File: config.mk
export PLATFORM = sky130hd
export DESIGN_NAME = cache_merge_sync_fifo
export DESIGN_NICKNAME = d
export VERILOG_FILES = /design/src/rtl/cache_async_pkg.sv /design/src/rtl/cache_sync_nff.sv /design/src/rtl/cache_merge_sync_fifo.sv
export SDC_FILE = /design/constraint.sdc
export NUM_CORES = 1
export LEC_CHECK = 0
export CORE_UTILIZATION = 30
export DETAILED_ROUTE_END_ITERATION = 12
export PLACE_DENSITY_LB_ADDON = 0.08
export SYNTH_ARGS = -nofsm -noshare
export SYNTH_HDL_FRONTEND = slang
export SYNTH_SLANG_ARGS = --single-unit
File: constraint.sdc
create_clock -name clk -period 3.5 [get_ports clk]
set_input_delay 0.525 -clock clk [delete_from_list [all_inputs] [get_ports clk]]
set_output_delay 0.525 -clock clk [all_outputs]
set_load 0.01 [all_outputs]
File: src/rtl/cache_async_pkg.sv
// Shared constants for the async cache request path and its clocked consumers.
// Provides default widths/depths and the occupancy-counter width helper.
package cache_async_pkg;

    localparam int unsigned DATA_WIDTH_REQ  = 5;
    localparam int unsigned DEPTH_DEF       = 4;
    localparam int unsigned SYNC_STAGES_DEF = 2;

    // Occupancy needs DEPTH+1 distinct values so full and empty never alias.
    function automatic int unsigned count_width(input int unsigned depth);
        return $clog2(depth) + 1;
    endfunction

endpackage

File: src/rtl/cache_sync_nff.sv
// Multi-flop synchroniser bringing an asynchronous level into the clk domain.
// Chain clears to 0 under synchronous reset.
module cache_sync_nff #(
    parameter int unsigned STAGES = 2
) (
    input  logic clk,
    input  logic rst,
    input  logic d,
    output logic q
);

    logic [STAGES-1:0] chain;

    always_ff @(posedge clk) begin
        if (rst) begin
            chain <= '0;
        end else begin
            chain <= {chain[STAGES-2:0], d};
        end
    end

    assign q = chain[STAGES-1];

endmodule

File: src/rtl/cache_merge_sync_fifo.sv
// Clocked consumer of the two-phase drive/free token stream from the async merge.
// Tokens are synchronised, stored in a small FIFO and offered as valid/ready.
module cache_merge_sync_fifo
    import cache_async_pkg::*;
#(
    parameter int unsigned DATA_WIDTH  = DATA_WIDTH_REQ,
    parameter int unsigned DEPTH       = DEPTH_DEF,
    parameter int unsigned SYNC_STAGES = SYNC_STAGES_DEF
) (
    input  logic                          clk,
    input  logic                          rst,
    input  logic                          i_drive,
    input  logic [DATA_WIDTH-1:0]         i_data,
    output logic                          o_free,
    output logic                          o_valid,
    output logic [DATA_WIDTH-1:0]         o_data,
    input  logic                          i_ready,
    output logic [count_width(DEPTH)-1:0] o_count,
    output logic                          o_full
);

    localparam int unsigned PTR_W = $clog2(DEPTH);
    localparam int unsigned CNT_W = count_width(DEPTH);

    logic                  sync_out;
    logic                  phase_q;
    logic                  pending;
    logic [PTR_W-1:0]      rd_ptr;
    logic [PTR_W-1:0]      wr_ptr;
    logic [DATA_WIDTH-1:0] mem [DEPTH];

    logic                  tok_c;
    logic                  pop_c;
    logic                  push_c;
    logic [PTR_W-1:0]      rd_nxt_c;
    logic [CNT_W-1:0]      count_nopush_c;
    logic [CNT_W-1:0]      count_nxt_c;

    cache_sync_nff #(
        .STAGES (SYNC_STAGES)
    ) u_drive_sync (
        .clk (clk),
        .rst (rst),
        .d   (i_drive),
        .q   (sync_out)
    );

    // Token detect, accept decision and next occupancy.
    always_comb begin
        tok_c          = sync_out ^ phase_q;
        pop_c          = o_valid & i_ready;
        push_c         = tok_c & (~o_full | pop_c);
        rd_nxt_c       = rd_ptr;
        if (pop_c) begin
            rd_nxt_c = rd_ptr + PTR_W'(1);
        end
        count_nopush_c = o_count - CNT_W'(pop_c);
        count_nxt_c    = count_nopush_c + CNT_W'(push_c);
    end

    // Head register shows the post-pop state; a word pushed this cycle appears next cycle.
    always_ff @(posedge clk) begin
        if (rst) begin
            phase_q <= 1'b0;
            o_free  <= 1'b0;
            pending <= 1'b0;
            rd_ptr  <= '0;
            wr_ptr  <= '0;
            o_valid <= 1'b0;
            o_data  <= '0;
            o_count <= '0;
            o_full  <= 1'b0;
        end else begin
            if (push_c) begin
                wr_ptr  <= wr_ptr + PTR_W'(1);
                phase_q <= sync_out;
                o_free  <= ~o_free;
            end
            pending <= tok_c & ~push_c;
            rd_ptr  <= rd_nxt_c;
            o_count <= count_nxt_c;
            o_full  <= (count_nxt_c == CNT_W'(DEPTH));
            o_valid <= (count_nopush_c != '0);
            o_data  <= mem[rd_nxt_c];
        end
    end

    always_ff @(posedge clk) begin
        if (!rst && push_c) begin
            mem[wr_ptr] <= i_data;
        end
    end

    // A held token cannot vanish: upstream may not move drive until free toggles.
    pending_holds_token: assert property (@(posedge clk) disable iff (rst) pending |-> tok_c);

endmodule

=== Word-level counts from Yosys, hierarchy flattened ===
Memory sizes are Yosys's and may differ from the RTL's. A register that Yosys moved wholly into a read port is not among the register bits.
Index checks and enable logic that the tools add are counted.

* Output and inout port bits: 11
* Word-level logic and storage cells: 26
* RAM bits: 20
* Bits of input ports: 9
* Memories kept: 1
* Register bits: 13

* Reduce and logical (&&, ||, !) cells: 3
* Add/subtract/negate cells: 4
* Bitwise gates (word level): 6
* Equality and inequality tests: 1
* Mux-type cells: 3

{| class="wikitable"
|+ Memory list
! memory !! words !! bits a word !! read ports !! clocked after memory_dff !! write ports !! line !! text
|-
| mem || 4 || 5 || 1 || 1 || 1 || cache_merge_sync_fifo.sv:30 || <nowiki>logic [DATA_WIDTH-1:0] mem [DEPTH];</nowiki>
|}

{| class="wikitable"
|+ Operators with widths
! kind !! count
|-
| $add A2 B1 Y2 const B || 2
|-
| $add A3 B1 Y3 || 1
|-
| $eq A3 B3 Y1 const B || 1
|-
| $reduce_bool A3 Y1 || 1
|-
| $sub A3 B1 Y3 || 1
|-
| $and A1 B1 Y1 || 2
|-
| $mux W1 || 2
|-
| $mux W2 || 1
|-
| $not A1 Y1 || 2
|-
| $logic_and A1 B1 Y1 || 1
|-
| $logic_not A1 Y1 || 1
|-
| $or A1 B1 Y1 || 1
|-
| $xor A1 B1 Y1 || 1
|}

=== Longest topological paths before layout ===
Gate-level depths: netlist of run 1.

* Depth in word-level cells: 6
* Gate-level depth with buffers: 9
* Mapped depth without buffers: 9

=== Modules after synthesis ===
Synthesis of run 1 repeated with hierarchy kept, for this count alone.

* Cells, all modules: 97
* Area total of the unflattened synthesis: 1481.4 um^2

{| class="wikitable"
|+ By module, submodules not included
! module !! instances !! area an instance (um^2) !! cells an instance !! sequential area each (um^2)
|-
| cache_merge_sync_fifo || 1 || 1428.9 || 93 || 920.9
|-
| cache_sync_nff || 1 || 52.6 || 4 || 40.0
|}

=== Worst setup path before layout of run 1 ===
OpenSTA, ideal clock, no wires.

* Path type: input port to flip-flop
* From: input port i_ready
* To: register o_full
* Setup slack: 1.676 ns
* Required time: 3.384 ns
* Path buffers: 0
* Stages: 9
* Library setup time: 0.116 ns
* Data arrival time: 1.708 ns
* Cells stage by stage: nand2_2 inv_4 ha_1 ha_1 inv_1 ha_1 xnor2_1 nor2_1 and3b_1

* Longest elaborated chain between the ends: 5
* Elaborated cells on any way between the ends: 6
* Classes of those cells: add/sub (2); eq/ne (1); bitwise (3)

{| class="wikitable"
|+ RTL lines
! what !! line !! text
|-
| from (decl) || cache_merge_sync_fifo.sv:17 || <nowiki>input logic i_ready,</nowiki>
|-
| $and A1 B1 Y1 * || cache_merge_sync_fifo.sv:51 || <nowiki>pop_c = o_valid & i_ready;</nowiki>
|-
| parallel branches: the longest is 2 deep, another holds $sub A3 B1 Y3 || n/a ||
|-
| $add A3 B1 Y3 * || cache_merge_sync_fifo.sv:58 || <nowiki>count_nxt_c = count_nopush_c + CNT_W'(push_c);</nowiki>
|-
| $eq A3 B3 Y1 * || cache_merge_sync_fifo.sv:82 || <nowiki>o_full <= (count_nxt_c == CNT_W'(DEPTH));</nowiki>
|-
| to (signal assigned) || cache_merge_sync_fifo.sv:82 ||
|-
| to (decl) || cache_merge_sync_fifo.sv:19 || <nowiki>output logic o_full</nowiki>
|}

Every way passes the cells marked *.
A chain may end at the register's enable or synchronous reset.

=== Worst setup path in the final report of run 1 ===
* From: input port i_ready
* To: memory mem[2][4] (netlist bit), enable pin

* Longest elaborated chain between the ends: 6

{| class="wikitable"
|+ RTL lines
! what !! line !! text
|-
| $and A1 B1 Y1 || cache_merge_sync_fifo.sv:51 ||
|-
| $or A1 B1 Y1 || cache_merge_sync_fifo.sv:52 || <nowiki>push_c = tok_c & (~o_full | pop_c);</nowiki>
|-
| $and A1 B1 Y1 || cache_merge_sync_fifo.sv:52 ||
|-
| $logic_and A1 B1 Y1 || cache_merge_sync_fifo.sv:89 || <nowiki>if (!rst && push_c) begin</nowiki>
|-
| $mux W1 || cache_merge_sync_fifo.sv:89 ||
|-
| $mux W1 (not written as such) || cache_merge_sync_fifo.sv:90 || <nowiki>mem[wr_ptr] <= i_data;</nowiki>
|-
| to (decl) || cache_merge_sync_fifo.sv:30 ||
|}

No other way between the ends.

==> out/summary.txt, run 1 <==
Status = complete, no violations
Post-Syn Area per Cell = 15.4 µm²
Area delta synth->final = 24.2%
Top post-synthesis cells by count = edfxtp_1 (20), dfxtp_1 (18), nor2b_1 (8)
Startpoint types = input port
CTS Hold Bufs = 0
WL final = 2.47 mm
CTS Buf Count = 5
N_diodes = 0
Number of global-route vias before repair = 848
Slew margin rel. = 72.0%
Die Area = 0.00526 mm²
Number of synthesized register bits = 38
Net Sw Frac = 26.2%
Share of cells above drive strength 1 = 16.9%
Logic pwr share = 25.3%
Clock H-tree levels = 2
Post-route ant nets = 0
Clock power share = 25.8%
CP Launch Point = i_ready
Clock Sinks = 38
Count leader, synth = edfxtp_1
Routed WL per cell = 12.9 µm
Slew Limit Fails = 0
Worst-Skew Late Latency = 290 ps
Setup TNS = 0 ps
Worst vdd ir = 0.199 mV
Via count = 781
Global route overflow = 0
Clock Pin Slew Worst Setup and Hold Paths = 70 ps
Initial core utilization = 31.4%
Cell Chain, Critical Path = clkdlybuf4s50_1 > nand2_2 > a21oi_2 > nor2b_1 > and2_1
Row cnt = 25
Drt pass-1 iters = 4
PwrDens = 594 mW/mm²
Slowest stage delay, CP = 490 ps
Synth area leader = edfxtp_1
Final hold vios = 0
Starting DRT DRC Count = 14
Max FO, Critical Path = 6
CP Data Arrival Time = 2050 ps
Syn Nets = 113
Tcrit/Tclk final = 59.8%
Clock skew = 7.44 ps
Cell count after synthesis = 97
Switching Power = 0.288 mW
Internal power = 0.811 mW
Core area = 0.00475 mm²
Fmax = 478 MHz
Post-route minimum period = 2090 ps
Setup CP Type = in2reg
Synthesized area = 0.00149 mm²
TritonCTS clock tree = yes
Worst EP required = 3460 ps
RSZ-0062 raised after global routing = no
Yosys warning count = 0
Finish-stage setup viols = 0
Flop pwr share = 48.9%
Clock Path Buffers = 2
Post-synth top area share = 40.3%
Worst-margin pin slew = 417 ps
I/O pin count = 20
Hold/Removal Path Class = reg2reg
Register area share after synthesis = 64.4%
HPWL after detailed placement = 1.79 mm
Post-synth cell types = 23
Post-synth EDFFs = 20
Main area contributors after synthesis = edfxtp_1 (40%), dfxtp_1 (24%), mux4_2 (7.6%)
MaxCap Viol Count = 0
Ys async rst share = 0%
GPL Wtd Cong = 0.694
Hold Slack = 463 ps
Top_reg_cell synth = edfxtp_1
Post-cts gate resize count = 0
Hold_sp = u_drive_sync.chain[0]
Nets = 139
Remaining routing DRC violations = 0
Clock root cell = clkbuf_8
Slowest cell on the critical path = clkdlybuf4s50_1
P_leak = 0.671 nW
Vias per cell = 4.09
Crit end category = register
Initial antenna violation count = 0
CP top delay family = simple AND/OR/NAND/NOR gates
Die Span Y = 72.5 µm
Largest net degree at the start of global routing = 19
Total GRT Usage = 11.5%
# port buffers = 19
Critical path buffers and inverters = 1
Die width = 72.5 µm
First-pass GRT wire length = 4.24 mm
Post-CTS Setup Bufs = 0
R2r startpoint = o_valid
-- metal layers --
| metal | wire length, µm | GRT usage (%) |
|---|---|---|
| met2 | 1180 | 18.2 |
| met4 | 60 | 6.54 |
| met3 | 102 | 4.31 |
| met5 | 0 | 0 |
| met1 | 1130 | 13.5 |
-- cells in the final DEF (no fill, tap or decap) --
cell,n
and2_1,4
mux2i_1,1
xnor2_4,1
xor2_1,2
edfxtp_1,20
nand2_1,2
nand2_2,1
inv_1,6
buf_4,1
clkbuf_1,1
a21oi_2,1
clkdlybuf4s50_1,19
xnor2_2,1
and3b_1,1
nor2_1,6
a31oi_1,1
dfxtp_1,18
xnor2_1,4
nand3_1,2
clkbuf_8,5
a21oi_1,1
clkinv_2,2
mux4_2,5
ha_1,7
inv_4,1
nor2b_4,3
nor2b_1,8
-- worst reg2reg max path, delay by kind of cell (launching register included) --
kind	cells	cell delay [ps]
flops	1	330
fa+ha+maj	3	660
buf+inv	2	120
xor+xnor	1	140
simple gates	3	380
-- power groups by stage --
| stage | Sequential (mW) | Combinational (mW) | Clock (mW) |
|---|---|---|---|
| 2_1_floorplan | 0.560 | 0.163 | 0 |
| 3_3_place_gp | 0.548 | 0.283 | 0 |
| 3_5_place_dp | 0.548 | 0.282 | 0 |
| 4_1_cts | 0.538 | 0.284 | 0.299 |
| 5_1_grt | 0.543 | 0.310 | 0.314 |
| 6_report | 0.537 | 0.278 | 0.283 |
-- layout make-up --
cell class              instances  area (µm²)
repair buffers                 20         198
flip-flops and latches         38         961
inverters                       7        28.8
multi-input cells              51         498
clock buffers                   6        72.6
fillers                       472        2900
well taps                      67        83.8
clock inverters                 2        10.0
-- metrics by stage --
stage | utilization (%) | setup slack (ps) | instances | area [µm²] | power (mW)
finish | 38.9 | 1410 | 191 | 1850 | 1.10
global placement | 37.2 | 1100 | 183 | 1770 | 0.830
floorplan | - | 1680 | 97 | 1490 | 0.723
global route | 38.9 | 1270 | 191 | 1850 | 1.17
detailed placement | 37.2 | 1090 | 183 | 1770 | 0.830
CTS | 38.9 | 1400 | 191 | 1850 | 1.12
-- registers in the layout, summed over array words and instances, names as in the netlist --
name,cells
rd_ptr,2
o_free,1
o_valid,1
o_count,3
u_drive_sync.chain,2
phase_q,1
mem,20
wr_ptr,2
o_data,5
o_full,1
-- worst paths after layout --
| check | endpoint | slack, ps | cells past startpoint |
|---|---|---|---|
| worst max-delay path | mem[2][4] | 1410 | 5 |
| worst min-delay path | u_drive_sync.chain[1] | 460 | 1 |
| worst max register to register | o_full | 1760 | 9 |
| worst min register to register | u_drive_sync.chain[1] | 460 | 1 |
-- cell families (layout without fill, tap and decap cells) --
| logic type | Yosys count | after routing | share of synthesized area (%) |
|---|---|---|---|
| AND/OR/NAND/NOR | 27 | 27 | 11.5 |
| flip-flops | 38 | 38 | 64.4 |
| adder cells (fa/ha/maj) | 7 | 7 | 5.87 |
| buffers and inverters | 8 | 35 | 2.18 |
| multiplexers | 6 | 6 | 8.22 |
| AO/OA/AOI/OAI | 3 | 3 | 1.34 |
| XOR/XNOR | 8 | 8 | 6.46 |
No activity file was read; power rests on OpenSTA's default activity.
==> run 2: changes to the inputs <==
Clock period 3.5 ns to 1.9 ns, I/O delays scaled along.
==> run 2 against run 1 <==
Largest cell class unchanged. First-iteration DRC count grew to 2.8 times the previous value. Critical endpoint is now o_full. Register-to-register slack lost 1500 ps. Sequential share of layout area shrank 3.2 points. Highest routed layer unchanged.
==> out/summary.txt, run 2 (same netlist as run 1, synthesis figures left out) <==
Status = complete, no violations
Starting DRT DRC Count = 39 (+25)
Worst EP required = 2080 ps (-1380 ps)
Biggest regs = mem x20, o_data x5, o_count x3
N_diodes = 0 (unchanged)
Reg-to-reg endpoint = o_full
Clock Path Buffers = 2 (unchanged)
I/O pin count = 20 (unchanged)
Die Area = 0.00526 mm² (unchanged)
Hold_sp = u_drive_sync.chain[0]
Overall power = 2.10 mW (+91%)
Slew Limit Fails = 0 (unchanged)
R2r startpoint = o_valid
Hold EP = u_drive_sync.chain[1]
Fillcell total = 455 (-3.6%)
Largest Register = mem
HPWL after detailed placement = 1.82 mm (+1.4%)
Placed Area = 0.00187 mm² (+5.9%)
GPL Wtd Cong = 0.810 (+17%)
Area delta synth->final = 32.3%
Startpoint types = register
Slowest cell on the critical path = dfxtp_1
Share of cells above drive strength 1 = 26.1% (+9.2 points)
Remaining routing DRC violations = 0 (unchanged)
TritonCTS clock tree = yes
Via count = 809 (+3.6%)
Flop-to-flop setup slack = 230 ps (-1530 ps)
Commonest non-fill, non-tap cells in the layout = edfxtp_1 (20), clkdlybuf4s50_1 (18), dfxtp_1 (18)
P_leak = 0.749 nW (+12%)
MaxCap Viol Count = 0 (unchanged)
Hold/Removal Path Class = reg2reg
Post-route ant nets = 0 (unchanged)
Worst-margin pin slew = 253 ps (-164 ps)
Critical path buffers and inverters = 2 (+1)
Initial core utilization = 31.4% (unchanged)
# port buffers = 19 (unchanged)
Final hold vios = 0 (unchanged)
Global route overflow = 0 (unchanged)
Hold Slack = 440 ps (-23.2 ps)
Die width = 72.5 µm (unchanged)
Post-route minimum period = 1670 ps
Tcrit/Tclk final = 87.6%
Setup CP Type = reg2reg
Reg2Reg Depth = 9 (unchanged)
Crit end category = register
CTS Hold Bufs = 0 (unchanged)
Slew margin rel. = 83.1% (+11 points)
Clock Sinks = 38 (unchanged)
Die Span Y = 72.5 µm (unchanged)
CTS Buf Count = 5 (unchanged)
Drt pass-1 iters = 4 (unchanged)
Finished layout cell area = 0.00197 mm² (+6.6%)
CP Data Arrival Time = 1840 ps (-210 ps)
Max FFs per register = 20 (unchanged)
Slowest stage delay, CP = 340 ps (-150 ps)
Row cnt = 25 (unchanged)
Nets = 153 (+10%)
Setup TNS = 0 ps (unchanged)
Clock H-tree levels = 2 (unchanged)
Initial antenna violation count = 0 (unchanged)
Worst-Skew Late Latency = 280 ps (about the same)
Setup WS pre-CTS = -232 ps (-1330 ps)
First-pass GRT wire length = 3.93 mm (-7.2%)
Cell count after placement = 197 (+7.7%)
WL final = 2.45 mm (-1.1%)
Fin worst setup slack = 235 ps (-1170 ps)
Largest net degree at the start of global routing = 18 (-1)
Final core utilization = 41.5% (+2.6 points)
Clock root cell = clkbuf_8
PwrDens = 1060 mW/mm² (+79%)
RSZ-0062 raised after global routing = no
Clock Pin Slew Worst Setup and Hold Paths = 70 ps (about the same)
Cell Chain, Critical Path = nand2_2 > inv_4 > ha_2 > ha_4 > inv_1 > ha_1 > xnor2_1 > nor2_1 > and3b_1
Hold Path Stages = 1 (unchanged)
Finish-stage setup viols = 0 (unchanged)
Core area = 0.00475 mm² (unchanged)
Final cell count without fillers = 205 (+7.3%)
Number of global-route vias before repair = 829 (-2.2%)
CP top delay family = adder cells
Vias per cell = 3.95 (-3.5%)
Clock skew = 3.45 ps (-3.98 ps)
Worst vdd ir = 0.483 mV (+140%)
Total GRT Usage = 10.6% (-0.91 points)
Routed WL per cell = 11.9 µm (-7.8%)
Max FO, Critical Path = 3 (-3)
Most common cell after layout, fill and taps aside = edfxtp_1
Fmax = 601 MHz
==> run 2: worst max-delay path by stage <==
stage | startpoint | to | slack, ps | cells after the start
6_report | o_valid | o_full | 230 | 9
5_1_grt | o_valid | o_full | 110 | 9
4_1_cts | i_ready | o_full | 70 | 10
3_5_place_dp | i_ready | o_full | -230 | 10
3_3_place_gp | i_ready | o_full | -200 | 10
2_1_floorplan | o_valid | o_full | 230 | 9
==> run 2: area by class of cell <==
type | count | area (µm²) | area share [%]
Inverter | 7 | 28.8 | 1.46
Tap cell | 67 | 83.8 | 4.25
Clock buffer | 6 | 72.6 | 3.68
Multi-Input combinational cell | 51 | 513 | 26.0
Sequential cell | 38 | 961 | 48.7
Timing Repair Buffer | 34 | 305 | 15.5
Clock inverter | 2 | 8.76 | 0.444
==> run 2: timing repair <==
item | CTS | global route
setup buffers | 0 | 0
gates resized for setup | 0 | 3
setup endpoints to repair | 0 | 1
==> run 2: layer usage <==
layer | part of all wire (%) | GRT usage, %
met1 | 50 | 13.5
met3 | 3.9 | 4.31
met2 | 44 | 15.7
met5 | 0 | 0
met4 | 1.5 | 5.23
==> run 2: power breakdown <==
group | internal [mW] | switching (mW) | leakage (nW)
clock network | 0.252 | 0.264 | 0.0426
logic | 0.359 | 0.230 | 0.378
registers | 0.942 | 0.0507 | 0.329
